===== config.mk =====
export PLATFORM = sky130hd
export DESIGN_NAME = sram_scheduler
export DESIGN_NICKNAME = d
export VERILOG_FILES = /design/src/rtl/sram_scheduler.sv
export SDC_FILE = /design/constraint.sdc
export NUM_CORES = 1
export LEC_CHECK = 0
export CORE_MARGIN = 1.5
export CORE_UTILIZATION = 45
export DETAILED_ROUTE_END_ITERATION = 16
export DONT_BUFFER_PORTS = 1
export PLACE_DENSITY = 0.63
export SLEW_MARGIN = 10
export SYNTH_ARGS = -nofsm -noshare
export SYNTH_HDL_FRONTEND = slang
export SYNTH_SLANG_ARGS = --single-unit
export TNS_END_PERCENT = 50

===== constraint.sdc =====
create_clock -name clk -period 5.7 [get_ports clk]
set_clock_uncertainty 0.15 [all_clocks]
set_input_delay 1.71 -clock clk [delete_from_list [all_inputs] [get_ports clk]]
set_output_delay 1.71 -clock clk [all_outputs]
set_load 0.01 [all_outputs]

===== src/rtl/sram_scheduler.sv =====
// Record/play sequencer and request arbiter for the single-port audio SRAM.
// Owns the mode FSM, the record/play pointers and the recorded length.
module sram_scheduler #(
  parameter int unsigned ADDR_W = 18,
  parameter int unsigned DATA_W = 16
) (
  input  logic              clk,
  input  logic              reset,
  input  logic              play_btn,
  input  logic              record_btn,
  input  logic [3:0]        step,
  input  logic              wr_req,
  input  logic [DATA_W-1:0] wr_data,
  output logic              wr_ack,
  input  logic              rd_req,
  output logic [DATA_W-1:0] rd_data,
  output logic              rd_valid,
  output logic [ADDR_W-1:0] sram_addr,
  output logic              sram_ce_n,
  output logic              sram_oe_n,
  output logic              sram_we_n,
  output logic              sram_ub_n,
  output logic              sram_lb_n,
  output logic [DATA_W-1:0] sram_dq_o,
  output logic              sram_dq_oe,
  input  logic [DATA_W-1:0] sram_dq_i,
  output logic [1:0]        mode,
  output logic [ADDR_W:0]   rec_len
);

  localparam int unsigned PTR_W = ADDR_W + 1;
  localparam logic [PTR_W-1:0] DEPTH     = {1'b1, {ADDR_W{1'b0}}};
  localparam logic [PTR_W-1:0] LAST_ADDR = {1'b0, {ADDR_W{1'b1}}};

  typedef enum logic [1:0] {
    M_IDLE   = 2'd0,
    M_RECORD = 2'd1,
    M_PLAY   = 2'd2,
    M_PAUSE  = 2'd3
  } mode_t;

  typedef enum logic [2:0] {
    A_IDLE,
    A_W1,
    A_W2,
    A_R1,
    A_R2,
    A_RDONE,
    A_WDROP,
    A_RDROP
  } acc_t;

  mode_t            mode_q;
  acc_t             acc_q;
  logic [PTR_W-1:0] rec_ptr;
  logic [PTR_W-1:0] play_ptr;
  logic             last_wr;

  logic             wr_count;
  logic             rd_count;
  logic             grant_wr;
  logic [3:0]       step_eff;
  logic [PTR_W-1:0] rec_ptr_inc;
  logic [PTR_W-1:0] play_ptr_inc;

  // A completion only advances its pointer if the mode still owns it.
  assign wr_count     = (acc_q == A_W1) && (mode_q == M_RECORD);
  assign rd_count     = (acc_q == A_R2) && (mode_q == M_PLAY);
  assign step_eff     = (step == 4'd0) ? 4'd1 : step;
  assign rec_ptr_inc  = rec_ptr + PTR_W'(wr_count);
  assign play_ptr_inc = rd_count ? play_ptr + PTR_W'(step_eff) : play_ptr;
  assign grant_wr     = wr_req && (!rd_req || !last_wr);

  assign mode = mode_q;

  // Mode FSM, pointers and recorded length.
  always_ff @(posedge clk or posedge reset) begin
    if (reset) begin
      mode_q   <= M_IDLE;
      rec_ptr  <= '0;
      play_ptr <= '0;
      rec_len  <= '0;
    end else begin
      rec_ptr  <= rec_ptr_inc;
      play_ptr <= play_ptr_inc;
      unique case (mode_q)
        M_IDLE: begin
          if (record_btn) begin
            mode_q  <= M_RECORD;
            rec_ptr <= '0;
          end else if (play_btn && rec_len != '0) begin
            mode_q   <= M_PLAY;
            play_ptr <= '0;
          end
        end
        M_RECORD: begin
          if (record_btn) begin
            mode_q  <= M_IDLE;
            rec_len <= rec_ptr_inc;
          end else if (wr_count && rec_ptr == LAST_ADDR) begin
            mode_q  <= M_IDLE;
            rec_len <= DEPTH;
          end
        end
        M_PLAY: begin
          if (record_btn) begin
            mode_q <= M_IDLE;
          end else if (acc_q == A_RDONE && play_ptr >= rec_len) begin
            mode_q <= M_IDLE;
          end else if (play_btn) begin
            mode_q <= M_PAUSE;
          end
        end
        M_PAUSE: begin
          if (record_btn) begin
            mode_q <= M_IDLE;
          end else if (play_btn) begin
            mode_q <= M_PLAY;
          end
        end
        default: mode_q <= M_IDLE;
      endcase
    end
  end

  // Access FSM: arbitration and SRAM strobe sequencing.
  always_ff @(posedge clk or posedge reset) begin
    if (reset) begin
      acc_q      <= A_IDLE;
      last_wr    <= 1'b0;
      wr_ack     <= 1'b0;
      rd_valid   <= 1'b0;
      rd_data    <= '0;
      sram_addr  <= '0;
      sram_ce_n  <= 1'b1;
      sram_oe_n  <= 1'b1;
      sram_we_n  <= 1'b1;
      sram_ub_n  <= 1'b1;
      sram_lb_n  <= 1'b1;
      sram_dq_o  <= '0;
      sram_dq_oe <= 1'b0;
    end else begin
      wr_ack   <= 1'b0;
      rd_valid <= 1'b0;
      unique case (acc_q)
        A_IDLE: begin
          if (grant_wr) begin
            last_wr <= 1'b1;
            if (mode_q == M_RECORD) begin
              acc_q      <= A_W1;
              sram_addr  <= rec_ptr[ADDR_W-1:0];
              sram_dq_o  <= wr_data;
              sram_ce_n  <= 1'b0;
              sram_we_n  <= 1'b0;
              sram_ub_n  <= 1'b0;
              sram_lb_n  <= 1'b0;
              sram_dq_oe <= 1'b1;
            end else begin
              acc_q  <= A_WDROP;
              wr_ack <= 1'b1;
            end
          end else if (rd_req) begin
            last_wr <= 1'b0;
            if (mode_q == M_PLAY) begin
              acc_q     <= A_R1;
              sram_addr <= play_ptr[ADDR_W-1:0];
              sram_ce_n <= 1'b0;
              sram_oe_n <= 1'b0;
              sram_ub_n <= 1'b0;
              sram_lb_n <= 1'b0;
            end else begin
              acc_q    <= A_RDROP;
              rd_valid <= 1'b1;
              rd_data  <= '0;
            end
          end
        end
        A_W1: begin
          acc_q     <= A_W2;
          sram_we_n <= 1'b1;
          wr_ack    <= 1'b1;
        end
        A_W2: begin
          acc_q      <= A_IDLE;
          sram_ce_n  <= 1'b1;
          sram_ub_n  <= 1'b1;
          sram_lb_n  <= 1'b1;
          sram_dq_oe <= 1'b0;
        end
        A_R1: acc_q <= A_R2;
        A_R2: begin
          acc_q     <= A_RDONE;
          rd_data   <= sram_dq_i;
          rd_valid  <= 1'b1;
          sram_ce_n <= 1'b1;
          sram_oe_n <= 1'b1;
          sram_ub_n <= 1'b1;
          sram_lb_n <= 1'b1;
        end
        // Hold-off cycle so a requester still high during its ack is not regranted.
        A_RDONE, A_WDROP, A_RDROP: acc_q <= A_IDLE;
        default: acc_q <= A_IDLE;
      endcase
    end
  end

endmodule


Yosys cells after proc, flatten, opt, wreduce, memory -nomap -nowiden --
Cells that the tools add are included.
Cells by class: $add $sub $neg 2, order comparisons 1, equal/unequal tests 25, mux-type cells 53, reduce and logical (&&, ||, !) cells 32
Operators with widths (number):
- $mux 19 | 8
- $mux 18 | 4
- $mux 16 | 3
- $pmux 16 s2 | 1
- $reduce_and 4->1 | 5
- $add 19x1->19 | 1
- $add 19x4->19 | 1
- $eq 19x18->1 const B | 1
- $ge 19x19->1 | 1
- $reduce_bool 19->1 | 1
- $mux 2 | 9
- $mux 1 | 15
- $ne 3x3->1 const B | 5
- $pmux 3 s5 | 1
- $reduce_bool 2->1 | 7
- $eq 3x3->1 const B | 4
- $mux 3 | 4
- $ne 2x2->1 const B | 6
- $pmux 1 s2 | 6
- $reduce_and 3->1 | 3
- $pmux 2 s4 | 1
- $eq 3x2->1 const B | 2
- $logic_and 1x1->1 | 6
- $eq 2x2->1 const B | 2
- 14 further kinds | 16
Storage, ports and cells: flip-flop bits (word level) 119, input bits 42, output and inout bits 79, logic and storage cells 128

Depth between registers and ports, before layout --
Gate-level depths: netlist of run 1.
word-level depth 7, mapped depth 11, mapped depth without buffers 10

Least setup slack after synthesis of run 1 --
Ideal clock, no wire load.
path kind input -> register, start point in step[1], end point reg play_ptr[16], library setup time 0.132 ns, arrival time 3.452 ns, required time 5.418 ns, slack 1.966 ns, stages 10, path buffers 0, cells stage by stage nor3_1 > or2_2 > ha_1 > inv_1 > fa_1 > nor2b_1 > o21ai_1 > a2111oi_2 > xnor2_1 > nor2_1
On the way: word-level cells in the longest chain between the ends 7
RTL lines:
- from (decl) | line 11 | input logic [3:0] step,
- $logic_not 4->1 | line 69 | assign step_eff = (step == 4'd0) ? 4'd1 : step;
- $mux 4 (*) | line 69
- $add 19x4->19 (*) | line 71 | assign play_ptr_inc = rd_count ? play_ptr + PTR_W'(step_eff) : play_ptr;
- $mux 19 (*) | line 71
- $mux 19 | line 91 | end else if (play_btn && rec_len != '0) begin
- $mux 19 | line 88 | if (record_btn) begin
- $mux 19 (*) | line 86 | unique case (mode_q)
- to (signal assigned) | line 85 | play_ptr <= play_ptr_inc;
- to (decl) | line 56 | logic [PTR_W-1:0] play_ptr;
Every way passes the cells marked *; elsewhere a longest branch is shown, timed or not. A chain may end at the register's enable or synchronous reset.

Worst setup path in the final report of run 1 --
start point in step[1], end point reg play_ptr[17]
The elaborated chain is that of the path after synthesis.

==> results.md, run 1 <==
* Synth unique cells at 61
* Worst-Margin Slew at 1.10 ns
* Detailed Routing Iterations Pass 1 at 4
* Final HPWL DP at 10,400 um
* # port buffers at 0
* Peak VDD IR at 0.275 mV
* Ys Warns at 0
* Critical Path RT at 5.85 ns
* Synth area leader: dfrtp_1
* Overflow after GRT at 0
* Max-slew violations at 0
* Via/cell ratio at 5.73
* Final Setup Violations at 0
* Routed WL per cell at 19.1 um
* R2R Path Start: acc_q[0]
* CP startpoint: step[1]
* Via count at 4,376
* Iteration-0 DRC Markers at 277
* Syn_nets at 651
* Yosys reg bits at 119
* Hold wc startpoint: sram_we_n
* Post-route DRC violation count at 0
* Cell area after synthesis at 5960 sq um
* Chip height at 118 um
* Dominant cells by area after synthesis: dfrtp_1 (49%), ha_1 (5.2%), nor2_1 (4.3%)
* Site Rows at 41
* Avg Synthesized Cell Area at 10.2 sq um
* Synth async-reset ratio at 100%
* Post-CTS sizing at 0
* CTS tree: yes
* Vias in the first global route at 4,510
* GPL Wtd Cong at 0.898
* Hold buffers post-CTS at 0
* Worst EP arrival at 3.69 ns
* Syn Inst Count at 583
* Most frequent cells in the layout: dfrtp_1 (116), nor2_1 (68), a21oi_1 (47)
* Crit path launch type: primary input
* Fmax at 282 MHz
* Lkg Pwr at 2.91 nW
* N_diodes at 0
* Max Cap Viol at 0
* Crit. End Element: register
* Layout Nets at 647
* Drt total wl at 14,600 um
* Fraction of layout cells with a size suffix above 1 at 12.8%
* Initial antenna violation count at 0
* Final Hold Vio Count at 0
* Num CTS Buffers at 17
* CP top delay family: compound AO/OA/AOI/OAI gates
* Total core area at 12,800 sq um
* Worst-Skew Late Latency at 0.42 ns
* Setup TNS at 0 ns
* Htree depth at 4
* Unrepaired setup endpoints after global routing: no
* Outcome: complete, no violations
* CTS clk-pin slew, worst paths at 0.05 ns
* Clock Path Buffers at 2
* GR Util met3 at 5.62%
* Setup CP Type: primary input to register
* Largest net degree at the start of global routing at 59
* Worst-path cell chain: nor3_1 > or2_2 > ha_1 > a21o_1 > a21o_1 > a21oi_1 > nor4_1 > mux2_2
* Worst hold slack at 0.344 ns
* CP max stage delay at 0.70 ns
* Chip Width at 118 um
* Global routing usage on met2 at 35.3%
* EDFF count, synth at 0
* Sequential area share after synthesis at 50.0%
* Pwr/cell area at 513 nW/um^2
* GRT met1 Usage at 27.0%
* Layout area overhead at 11.0%
* Primary FF master, synth: dfrtp_1
* Total Routing Usage GR at 21.8%
* First-pass GRT wire length at 23,600 um
* Slowest CP cell: a21oi_1
* Rel. slew slack at 26.7%
* Commonest non-fill, non-tap cell in the layout: dfrtp_1
* Fin crit period at 3.54 ns
* Period utilization at 62.1%
* Worst-path fanout max at 12
* Top-area cell type share of the netlist area at 48.7%
* HP Class: register to register
* Clock tree sinks at 119
* CP dominant cell by count: a21o_1
* DIE AREA at 14,000 sq um
* Post-CTS Setup Repair Bufs at 0
* I/O Pins at 121
* Number of nets with antenna violations after routing at 0
* GR peak layer: met2
* Starting density of the core at 46.7%
* Worst Path Buf+Inv at 0
* CTS root buf: clkbuf_16
* Filler cells at 1,123
synth_stat cells, drive strengths merged, types with 4 or more instances:
master / instances
nor2b: 9
o22ai: 16
a211oi: 10
o21ai: 10
nor3: 10
nand2: 40
a21oi: 48
a21o: 4
dfrtp: 116
nand3: 16
ha: 25
mux2i: 14
nand2b: 4
nor4: 9
mux2: 18
nor2: 69
nand4: 14
buf: 20
a22o: 16
clkbuf: 10
o31ai: 4
inv: 33
xnor2: 18
and3: 6
xor2: 8
worst paths after layout:
kind                                      to  slack, ns  cells past startpoint
worst max-delay path            play_ptr[17]       2.16                      8
worst min-delay path               sram_we_n       0.34                      2
worst max register to register   rec_len[14]       2.51                      9
worst min register to register     sram_we_n       0.34                      2
max in group asynchronous       sram_addr[5]       3.55                      2
min in group asynchronous         rd_data[7]       0.90                      1
area by class of cell:
type / instances / area, sq um / share of cell area, %
clock inverter: 8 / 47.5 / 0.718
timing repair buffer: 7 / 52.6 / 0.794
clock buffer: 24 / 492 / 7.42
sequential: 119 / 2980 / 45.0
tap: 172 / 215 / 3.25
multi-input combinational: 401 / 2710 / 40.9
inverter: 33 / 126 / 1.91
registers in the layout (all words and copies together) (netlist names), 2 cells and up:
name       count
acc_q          3
rec_len       19
sram_addr     18
rd_data       16
rec_ptr       19
sram_dq_o     16
mode           2
play_ptr      19
cell families (layout without fill, tap and decap cells):
| family | after synthesis | count (layout) | synth area share, % |
|---|---|---|---|
| multiplexers | 32 | 32 | 5.75 |
| buffers and inverters | 63 | 72 | 4.80 |
| adder cells (fa/ha/maj) | 26 | 26 | 5.58 |
| AO/OA/AOI/OAI | 121 | 121 | 13.4 |
| flip-flops | 119 | 119 | 50.0 |
| XOR/XNOR | 26 | 26 | 3.82 |
| AND/OR/NAND/NOR | 196 | 196 | 16.7 |
stage by stage:
step	instance area (sq um)	utilization [%]	power (W)	instances	setup WS, ns
floorplan	5960	-	0.00218	583	0.687
global placement	6080	47.6	0.00240	732	1.80
detailed placement	6080	47.6	0.00245	732	1.74
CTS	6620	51.8	0.00343	764	2.15
global route	6620	51.8	0.00361	764	2.00
finish	6620	51.8	0.00339	764	2.16
where the power goes:
| group | leakage (nW) | switching, W | internal [W] |
|---|---|---|---|
| clock network | 0.262 | 0.000366 | 0.000596 |
| logic | 1.10 | 0.000514 | 0.000386 |
| registers | 1.55 | 0.000405 | 0.00113 |
| total | 2.91 | 0.00129 | 0.00211 |
metal layers:
layer	vias to the layer above	share of wire, %
met5	-	0
met4	0	2.9
met3	26	6.8
met2	138	49
met1	2165	41
li1	2047	-
worst min-delay path, stage by stage (launching register included):
cell and delay (ns):
dfstp_2 0.39, nand2_1 0.06, nand2_1 0.05
Note: power is estimated with default switching activity, not from simulation.
==> run 2, diff against run 1 <==
clock period = 3.39 ns   (was 5.7 ns; I/O delays follow)
==> results.md, run 2 (same netlist as run 1, synthesis figures left out) <==
* Total core area at 12,800 sq um
* CP dominant cell by count: ha_1
* Site Rows at 41
* Worst-Margin Slew at 1.12 ns
* Final Setup Violations at 0
* Routed WL per cell at 18.7 um
* Setup TNS at 0 ns
* CTS root buf: clkbuf_16
* Htree depth at 4
* CP max stage delay at 0.56 ns
* DR WL met3 at 1210 um
* Pwr/cell area at 889 nW/um^2
* Setup CP Type: register to register
* Filler cells at 1,102
* Hold buffers post-CTS at 0
* Clock Path Buffers at 2
* Number of nets with antenna violations after routing at 0
* Worst Path Buf+Inv at 0
* Crit path launch type: register
* Crit. End Element: register
* Layout Nets at 652
* Fmax at 339 MHz
* Post-route DRC violation count at 0
* M1 wire length at 6130 um
* Via/cell ratio at 5.81
* N_diodes at 0
* Placed Cells at 737
* Worst-path fanout max at 6
* Overflow after GRT at 0
* Lkg Pwr at 2.97 nW
* Starting density of the core at 46.7%
* Num CTS Buffers at 17
* Critical Path RT at 3.50 ns
* Chip Width at 118 um
* Post-CTS sizing at 0
* Worst EP arrival at 3.06 ns
* Post-CTS Setup Repair Bufs at 0
* Fin crit period at 2.95 ns
* HP Class: register to register
* Slowest CP cell: or4b_4
* Fin cells at 769
* Outcome: complete, no violations
* Regs by FF count: play_ptr: 19 flops, rec_len: 19 flops, rec_ptr: 19 flops
* Fin util at 52.9%
* First-pass GRT wire length at 23,400 um
* Rel. slew slack at 25.2%
* WL met2 at 6550 um
* Chip height at 118 um
* I/O Pins at 121
* Finished Cell Area at 6750 sq um
* CTS tree: yes
* Vias in the first global route at 4,482
* Worst-path cell chain: or3b_1 > nor2_1 > ha_1 > ha_1 > and3_1 > or4b_4 > nor2_4 > xnor2_1 > o22ai_2
* Max-slew violations at 0
* Worst-Skew Late Latency at 0.42 ns
* Total Routing Usage GR at 21.7%
* DIE AREA at 14,000 sq um
* Final Hold Vio Count at 0
* Max Cap Viol at 0
* CTS clk-pin slew, worst paths at 0.06 ns
* Via count at 4,471
* Detailed Routing Iterations Pass 1 at 7
* Clock tree sinks at 119
* Final HPWL DP at 10,000 um
* Max layer used: met4
* CP top delay family: simple AND/OR/NAND/NOR gates
* Drt total wl at 14,400 um
* # port buffers at 0
* Initial antenna violation count at 0
* Iteration-0 DRC Markers at 314
* Period utilization at 87.0%
* Most frequent cells in the layout: dfrtp_1 (116), nor2_1 (68), a21oi_1 (47)
* GPL Wtd Cong at 0.868
* Post-DP Area at 6130 sq um
* Commonest non-fill, non-tap cell in the layout: dfrtp_1
* Largest net degree at the start of global routing at 120
* Unrepaired setup endpoints after global routing: no
* Layout area overhead at 13.2%
* Peak VDD IR at 0.450 mV
* Fraction of layout cells with a size suffix above 1 at 13.2%
==> run 2: routing by layer <==
metal / global-route usage (%) / vias to the layer above
met5: 0 / -
met4: 10.4 / 0
met3: 7.32 / 35
met2: 32.8 / 190
met1: 27.9 / 2189
li1: - / 2057
==> run 2: path summary, 6_finish.rpt <==
check / startpoint / endpoint / slack (ns) / depth (start not counted)
max: acc_q[2] / rec_len[14] / 0.44 / 9
min: sram_we_n / sram_we_n / 0.36 / 2
max reg2reg: acc_q[2] / rec_len[14] / 0.44 / 9
min reg2reg: sram_we_n / sram_we_n / 0.36 / 2
max in group asynchronous: reset / play_ptr[1] / 2.10 / 2
min in group asynchronous: reset / rec_ptr[17] / 0.51 / 2
==> run 2: final cells by class <==
type | count | area (sq um) | area share (%)
well taps | 172 | 215 | 3.19
clock buffers | 24 | 472 | 6.99
repair buffers | 12 | 103 | 1.52
flip-flops and latches | 119 | 2980 | 44.2
clock inverters | 8 | 145 | 2.15
inverters | 33 | 128 | 1.89
multi-input cells | 401 | 2710 | 40.1
==> run 2: per-stage QoR <==
| stage | setup WS (ns) | total power [W] | hold slack, ns |
|---|---|---|---|
| after floorplan | 0.349 | 0.00366 | 0.314 |
| after global placement | 0.187 | 0.00409 | 0.340 |
| after detailed placement | 0.0943 | 0.00415 | 0.361 |
| after CTS | 0.460 | 0.00605 | 0.368 |
| after global routing | 0.317 | 0.00640 | 0.387 |
| final | 0.440 | 0.00600 | 0.363 |
==> run 2: worst register-to-register path, stage by stage, from the launching register on <==
cell and delay [ns]:
dfrtp_1 0.38, or3b_1 0.44, nor2_1 0.12, ha_1 0.20, ha_1 0.20, and3_1 0.33, or4b_4 0.56, nor2_4 0.10
xnor2_1 0.17, o22ai_2 0.13
==> run 2: power breakdown <==
part	switching (W)	leakage, nW	internal, W
combinational	0.000934	1.13	0.000688
sequential	0.000605	1.55	0.00190
clock	0.000615	0.294	0.00127
total	0.00215	2.97	0.00385
==> run 3, diff against run 2 <==
CORE_UTILIZATION = 60   (was 45)
PLACE_DENSITY = 0.79   (was 0.63)
clock period = 3.1 ns   (was 3.39 ns; I/O delays follow)
==> results.md, run 3 (same netlist as run 1, synthesis figures left out) <==
* Number of nets with antenna violations after routing at 0
* Final Hold Vio Count at 0
* DIE AREA at 10,500 sq um
* Total core area at 9730 sq um
* Chip Width at 103 um
* Placed Cells at 704
* Via/cell ratio at 6.31
* Final HPWL DP at 10,300 um
* CP max stage delay at 0.51 ns
* I/O Pins at 121
* Finished Cell Area at 6760 sq um
* Pwr/cell area at 977 nW/um^2
* Clock tree sinks at 119
* Overflow after GRT at 0
* Final Setup Violations at 0
* Initial antenna violation count at 0
* Vias in the first global route at 4,605
* Setup TNS at 0 ns
* Worst EP arrival at 2.99 ns
* Post-route DRC violation count at 0
* Lkg Pwr at 3.01 nW
* Period utilization at 89.1%
* Rel. slew slack at 45.6%
* Total power at 0.00660 W
* Post-DP Area at 6140 sq um
* Regs by FF count: play_ptr: 19 flops, rec_len: 19 flops, rec_ptr: 19 flops
* Max Cap Viol at 0
* Starting density of the core at 61.3%
* Largest net degree at the start of global routing at 47
* Routed WL per cell at 19.7 um
* Outcome: complete, no violations
* Setup CP Type: primary input to register
* Worst-path cell chain: nor3_1 > or2_2 > ha_1 > inv_1 > fa_1 > nor2b_1 > o21ai_1 > a2111oi_2 > xnor2_1 > nor2_1
* First-pass GRT wire length at 23,100 um
* CTS tree: yes
* Max-slew violations at 0
* Fin cells at 736
* N_diodes at 0
* GPL Wtd Cong at 0.927
* Worst-path fanout max at 8
* Peak VDD IR at 0.512 mV
* Worst-Margin Slew at 0.812 ns
* # port buffers at 0
* Fraction of layout cells with a size suffix above 1 at 14.4%
* Via count at 4,644
* Num CTS Buffers at 17
* Detailed Routing Iterations Pass 1 at 5
* Unrepaired setup endpoints after global routing: no
* Chip height at 103 um
* Crit. End Element: register
* Crit path launch type: primary input
* Critical Path RT at 3.33 ns
* Site Rows at 36
* Filler cells at 696
* Fin util at 69.5%
* CTS root buf: clkbuf_8
* Post-CTS Setup Repair Bufs at 0
* Layout area overhead at 13.3%
* Htree depth at 4
* Fin crit period at 2.76 ns
* Worst Path Buf+Inv at 1
* Clock Path Buffers at 2
* Fmax at 362 MHz
* CP top delay family: compound AO/OA/AOI/OAI gates
* Drt total wl at 14,500 um
* Slowest CP cell: a2111oi_2
* Layout Nets at 658
* CTS clk-pin slew, worst paths at 0.06 ns
* Commonest non-fill, non-tap cell in the layout: dfrtp_1
* Most frequent cells in the layout: dfrtp_1 (116), nor2_1 (68), a21oi_1 (47)
* HP Class: primary input to async pin
* Worst-Skew Late Latency at 0.52 ns
* Total Routing Usage GR at 29.3%
* Hold buffers post-CTS at 0
* Iteration-0 DRC Markers at 277
* Post-CTS sizing at 0
-- run 3: final timing paths --
path / slack (ns) / from / depth (start not counted) / to
worst min register to register: 0.34 / sram_we_n / 2 / sram_we_n
min in group clk: 0.34 / sram_we_n / 2 / sram_we_n
worst min-delay path: 0.27 / reset / 1 / acc_q[1]
worst max register to register: 0.37 / acc_q[2] / 9 / rec_len[14]
worst max-delay path: 0.34 / step[1] / 10 / play_ptr[16]
max in group asynchronous: 1.85 / reset / 2 / sram_oe_n
-- run 3: through the flow --
stage | worst slack, ns | hold WS, ns
5_1_grt | 0.151 | 0.325
3_5_place_dp | -0.0964 | 0.331
3_3_place_gp | 0.0150 | 0.333
2_1_floorplan | 0.146 | 0.314
6_report | 0.337 | 0.265
4_1_cts | 0.359 | 0.281
-- run 3: area by class of cell --
cell class | count | area, sq um | share of cell area [%]
clock buffers | 23 | 467 | 6.91
clock inverters | 9 | 148 | 2.18
inverters | 33 | 128 | 1.89
multi-input cells | 401 | 2710 | 40.1
flip-flops and latches | 119 | 2980 | 44.1
well taps | 133 | 166 | 2.46
repair buffers | 18 | 160 | 2.37
-- run 3: power breakdown --
part	switching (W)	total, W	internal, W
clock	0.000687	0.00205	0.00136
combinational	0.00106	0.00183	0.000767
sequential	0.000649	0.00272	0.00207
total	0.00240	0.00660	0.00420
-- run 3: layer usage --
metal	vias to the layer above	global-route usage, %	share of wire (%)
li1	2072	-	-
met1	2271	36.0	39
met2	256	48.3	49
met3	45	8.34	8.7
met4	0	13.3	3.3
met5	-	0	0
